$ cat config.mk
export PLATFORM = sky130hd
export DESIGN_NAME = booth_mul_scheduler
export DESIGN_NICKNAME = d
export VERILOG_FILES = /design/src/rtl/booth_pkg.sv /design/src/rtl/booth_step_core.sv /design/src/rtl/booth_mul_scheduler.sv
export SDC_FILE = /design/constraint.sdc
export NUM_CORES = 1
export LEC_CHECK = 0
export ABC_AREA = 1
export CORE_MARGIN = 4
export CORE_UTILIZATION = 40
export DETAILED_ROUTE_END_ITERATION = 10
export PLACE_DENSITY = 0.71
export SYNTH_ARGS = -nofsm -noshare
export SYNTH_HDL_FRONTEND = slang
export SYNTH_SLANG_ARGS = --single-unit
$ cat constraint.sdc
create_clock -name clk -period 1.9 [get_ports clk]
set_input_delay 0.38 -clock clk [delete_from_list [all_inputs] [get_ports clk]]
set_output_delay 0.38 -clock clk [all_outputs]
set_load 0.02 [all_outputs]
$ cat src/rtl/booth_pkg.sv
// Shared definitions for the two-requester Booth multiplier scheduler.
package booth_pkg;

  localparam int unsigned DefaultWidth = 8;

  typedef enum logic [1:0] {
    IDLE = 2'd0,
    CALC = 2'd1,
    DONE = 2'd2
  } state_e;

  // Index of a requester (0 or 1).
  typedef logic req_id_t;

endpackage

$ cat src/rtl/booth_step_core.sv
// Iterative radix-2 Booth datapath: A (WIDTH+1 bits), Q, q_-1 and the multiplicand.
// One Booth step per cycle while step is high; load restarts with fresh operands.
module booth_step_core
  import booth_pkg::*;
#(
  parameter int unsigned WIDTH = DefaultWidth
) (
  input  logic                 clk,
  input  logic                 rst,
  input  logic                 load,
  input  logic                 step,
  input  logic [WIDTH-1:0]     q_in,
  input  logic [WIDTH-1:0]     m_in,
  output logic [2*WIDTH-1:0]   product
);

  logic [WIDTH:0]   acc_q;
  logic [WIDTH-1:0] mq_q;
  logic [WIDTH-1:0] mcand_q;
  logic             qm1_q;
  logic [WIDTH:0]   m_ext;
  logic [WIDTH:0]   sum;

  // Add/subtract selected by {Q[0], q_-1}; one extra bit keeps -(-2^(W-1)) exact.
  always_comb begin
    m_ext = {mcand_q[WIDTH-1], mcand_q};
    sum   = acc_q;
    case ({mq_q[0], qm1_q})
      2'b10:   sum = acc_q - m_ext;
      2'b01:   sum = acc_q + m_ext;
      default: sum = acc_q;
    endcase
  end

  // Operand load, then arithmetic right shift of {A, Q, q_-1} per step.
  always_ff @(posedge clk) begin
    if (rst) begin
      acc_q   <= '0;
      mq_q    <= '0;
      mcand_q <= '0;
      qm1_q   <= 1'b0;
    end else if (load) begin
      acc_q   <= '0;
      mq_q    <= q_in;
      mcand_q <= m_in;
      qm1_q   <= 1'b0;
    end else if (step) begin
      acc_q <= {sum[WIDTH], sum[WIDTH:1]};
      mq_q  <= {sum[0], mq_q[WIDTH-1:1]};
      qm1_q <= mq_q[0];
    end
  end

  assign product = {acc_q[WIDTH-1:0], mq_q};

endmodule

$ cat src/rtl/booth_mul_scheduler.sv
// Round-robin scheduler sharing one Booth step core between two requesters.
module booth_mul_scheduler
  import booth_pkg::*;
#(
  parameter int unsigned WIDTH = DefaultWidth
) (
  input  logic               clk,
  input  logic               rst,
  input  logic               req0_valid,
  output logic               req0_ready,
  input  logic [WIDTH-1:0]   req0_q,
  input  logic [WIDTH-1:0]   req0_m,
  input  logic               req1_valid,
  output logic               req1_ready,
  input  logic [WIDTH-1:0]   req1_q,
  input  logic [WIDTH-1:0]   req1_m,
  output logic               res_valid,
  input  logic               res_ready,
  output logic [2*WIDTH-1:0] res_data,
  output logic               res_id,
  output logic               busy
);

  localparam int unsigned CntW = $clog2(WIDTH) + 1;

  state_e          state_q, state_d;
  logic [CntW-1:0] cnt_q;
  req_id_t         last_q;
  req_id_t         id_q;
  req_id_t         grant;
  logic            idle_ok;
  logic            accept;
  logic            last_step;
  logic [WIDTH-1:0] q_sel;
  logic [WIDTH-1:0] m_sel;

  // Arbitration: a lone requester wins; on a tie the one not served last wins.
  always_comb begin
    if (req0_valid && req1_valid) begin
      grant = ~last_q;
    end else begin
      grant = req0_valid ? 1'b0 : 1'b1;
    end
    idle_ok    = (state_q == IDLE) && !rst;
    req0_ready = idle_ok && req0_valid && (grant == 1'b0);
    req1_ready = idle_ok && req1_valid && (grant == 1'b1);
    accept     = req0_ready || req1_ready;
    q_sel      = (grant == 1'b1) ? req1_q : req0_q;
    m_sel      = (grant == 1'b1) ? req1_m : req0_m;
  end

  assign last_step = (cnt_q == CntW'(WIDTH - 1));

  // Next-state logic for IDLE -> CALC -> DONE -> IDLE.
  always_comb begin
    state_d = state_q;
    case (state_q)
      IDLE:    if (accept) state_d = CALC;
      CALC:    if (last_step) state_d = DONE;
      DONE:    if (res_ready) state_d = IDLE;
      default: state_d = IDLE;
    endcase
  end

  // State, step counter, owner id and round-robin history.
  always_ff @(posedge clk) begin
    if (rst) begin
      state_q <= IDLE;
      cnt_q   <= '0;
      last_q  <= 1'b1;
      id_q    <= 1'b0;
    end else begin
      state_q <= state_d;
      if (accept) begin
        cnt_q  <= '0;
        id_q   <= grant;
        last_q <= grant;
      end else if (state_q == CALC) begin
        cnt_q <= cnt_q + 1'b1;
      end
    end
  end

  booth_step_core #(
    .WIDTH(WIDTH)
  ) u_core (
    .clk     (clk),
    .rst     (rst),
    .load    (accept),
    .step    (state_q == CALC),
    .q_in    (q_sel),
    .m_in    (m_sel),
    .product (res_data)
  );

  assign res_valid = (state_q == DONE);
  assign res_id    = id_q;
  assign busy      = (state_q != IDLE);

endmodule

==> flow_metrics.py <==
metrics = {
    "status": {
        "outcome": "finished with violations",
        "violations": "setup timing",
    },
    "sta": {
        "fmax_ghz": 0.461,
        "tightest_slew_ps": 465,
        "setup_ws_ps": -269,
        "setup_viol": 7,
        "slew_violations": 0,
        "hold_slack_ps": 478,
        "finalHoldViolCount": 0,
        "finalClockSkew_ps": 3.03,
        "post-route-period-util_pct": 114,
        "rsz0062_at_grt": "true",
        "timing.slew.headroom_pct": 69.0,
        "period_needed_ps": 2170,
    },
    "layout": {
        "layout-drive-gt1-share_pct": 25.2,
        "fin_nets": 457,
        "n_antenna_cell": 0,
        "area_delta_synth_final_pct": 56.4,
        "final_common_cell": "nand2_1",
        "layout_common_cells": "90 x nand2_1, 55 x clkdlybuf4s50_1, 36 x buf_4, 30 x dfxtp_1, 24 x inv_1",
        "final_cells": 478,
    },
    "yosys": {
        "syn_nets": 363,
        "yosysWarnings": 0,
        "ys_seq_area_share_pct": 30.7,
        "synth_edf_count": 0,
        "async_reset_ff_share_pct": 0,
        "ys_types": 32,
        "synth.avg_cell_area_um2": 6.88,
        "syn_inst": 313,
        "ys_ff_latch": 33,
        "synth_ff_type": "dfxtp_1",
        "synth_area_um2": 2150,
    },
    "cts": {
        "cts_hold_buf": 0,
        "cts_buffer_depth": 2,
        "cts-buffers-inserted": 5,
        "cts-root-buf": "clkbuf_8",
        "clk_pin_slew_ps": 70,
        "cts_sinks": 33,
        "cts_max_level": 2,
        "insertion_delay_ps": 290,
        "cts_tree": "yes",
    },
    "detailed_routing": {
        "drt-pass1-iter-count": 6,
        "wl_per_cell_um": 12.1,
        "final_antenna_net_count": 0,
        "drc": 0,
        "wl_mm": 5.77,
        "drtIter0Drc": 86,
        "vias": 2333,
        "vias_per_cell": 4.88,
    },
    "grt": {
        "grt.busiest_layer": "met2",
        "grt_max_degree": 17,
        "antenna_found_initial": 0,
        "grt_use_total_pct": 18.3,
        "met1_usage_pct": 22.2,
        "grt_pass1_wl_mm": 9.66,
        "met3_usage_pct": 5.10,
        "grt_overflow_total": 0,
        "gr-usage-met2_pct": 31.7,
        "grt_pass1_vias": 2244,
    },
    "power_and_ir_drop": {
        "leakagePower_nw": 1.45,
        "intPower_mw": 1.69,
        "power_per_cell_area_nw_per_um2": 743,
        "p_switching_uw": 814,
        "switching_share_pct": 32.5,
        "peakVddDrop_v": 0.000440,
        "power.share.combinational_pct": 40.9,
        "seqPwrFrac_pct": 31.6,
        "clock_power_share_pct": 27.5,
        "p_total_mw": 2.50,
    },
    "placed_design": {
        "globalplace.congestion": 0.821,
        "port_buffers": 57,
        "pre_cts_ws_ps": -426,
        "placedCellCount": 465,
        "hpwlAfterDp_mm": 4.25,
    },
    "setup_path": {
        "cp-start-kind": "flop",
        "cp_max_fo": 4,
        "critPathCaptureType": "flop",
        "critical_path.top_delay_family": "adder cells",
        "cp.required_ps": 2120,
        "r2r_setup_slack_ps": -270,
        "worstPathCellList": "inv_2 > ha_4 > inv_2 > o21ai_4 > inv_2 > fa_2 > nand3b_1 > nand2_2 > buf_6 > nand3_2 > nand2_1 > nand2_1 > nand3_1 > nand2_1 > a21oi_1",
        "path_class": "reg2reg",
        "cp_data_arrival_time_ps": 2390,
        "crit_buf_inv": 4,
        "worst_path_max_delay_cell": "fa_2",
        "slowest_delay_ps": 370,
    },
    "floorplan": {
        "die_x_um": 81.4,
        "core_area_um2": 5170,
        "boundaryPins": 58,
        "die_h_um": 81.4,
        "dieArea_um2": 6620,
        "initial_core_util_pct": 41.6,
        "rows": 26,
    },
    "flow_run": {
        "cap_violations": 0,
    },
    "min_path": {
        "hold_path_class": "reg2reg",
    },
}
-- routing by layer --
| layer | routed length [µm] | vias up |
|---|---|---|
| met4 | 71 | 0 |
| met1 | 2530 | 1055 |
| li1 | - | 1207 |
| met2 | 2820 | 62 |
| met5 | 0 | - |
| met3 | 349 | 9 |
-- registers in the layout (all words and copies together) (netlist names) --
signal	flops
res_id	1
u_core.mcand_q	8
last_q	1
u_core.qm1_q	1
u_core.mq_q	8
cnt_q	4
state_q	2
u_core.acc_q	8
-- area by class of cell --
class,count,area [µm²]
clock buffers,7,86.3
clock inverters,1,30.0
fillers,468,1810
inverters,35,134
multi-input cells,237,1490
flip-flops and latches,33,667
well taps,70,87.6
repair buffers,95,868
-- through the flow --
| stage | util, % | setup TNS, ps | area (µm²) |
|---|---|---|---|
| 6_report | 65.1 | -1250 | 3370 |
| 5_1_grt | 65.1 | -2100 | 3370 |
| 4_1_cts | 62.6 | -836 | 3240 |
| 3_5_place_dp | 59.0 | -1890 | 3050 |
| 3_3_place_gp | 59.0 | -1440 | 3050 |
| 2_1_floorplan | - | -147 | 2180 |
-- power by group through the flow --
stage	Combinational [mW]	Sequential [mW]	Clock, mW
finish	1.02	0.790	0.688
global route	1.13	0.798	0.730
floorplan	0.474	0.822	0
global placement	0.848	0.797	0
CTS	0.918	0.785	0.702
detailed placement	0.864	0.798	0
-- cells in the mapped netlist (all sizes together), types with 3 or more instances --
library cell	instances	area, µm²
nand2	101	413
inv	34	128
dfxtp	33	661
nor2	30	160
a21oi	18	90.1
a31oi	16	100
o21ai	14	70.1
ha	12	150
nand3	11	55.1
xor2	9	78.8
or2	6	37.5
buf	5	37.5
o211ai	5	37.5
clkbuf	3	11.3
nand4	3	18.8
xnor2	3	26.3
-- path summary, 6_finish.rpt --
path	end	start	cells after the start
max	u_core.acc_q[5]	u_core.mcand_q[0]	15
max reg2reg	u_core.acc_q[5]	u_core.mcand_q[0]	15
min reg2reg	last_q	last_q	2
min	last_q	last_q	2
-- kinds of logic (layout without fill, tap and decap cells) --
group	after synthesis	count (layout)	synth area share (%)
simple gates	155	155	32.9
compound gates	57	57	15.2
buf+inv	43	138	8.37
flops	33	33	30.7
fa+ha+maj	13	13	7.90
xor+xnor	12	12	4.88
-- worst min-delay path: cells and delay by family, from the launching register on --
family                 cells  cell delay, ps
flip-flops                 1             330
buffers and inverters      1              50
AO/OA/AOI/OAI              1              80
-- timing repair --
action / in CTS / in global routing
endpoints found under the setup margin: 9 / 10
gates resized for setup: 20 / 28
setup buffers: 3 / 2
pin swaps: 13 / 18
gates cloned: 0 / 0
No activity file was read; power rests on OpenSTA's default activity.
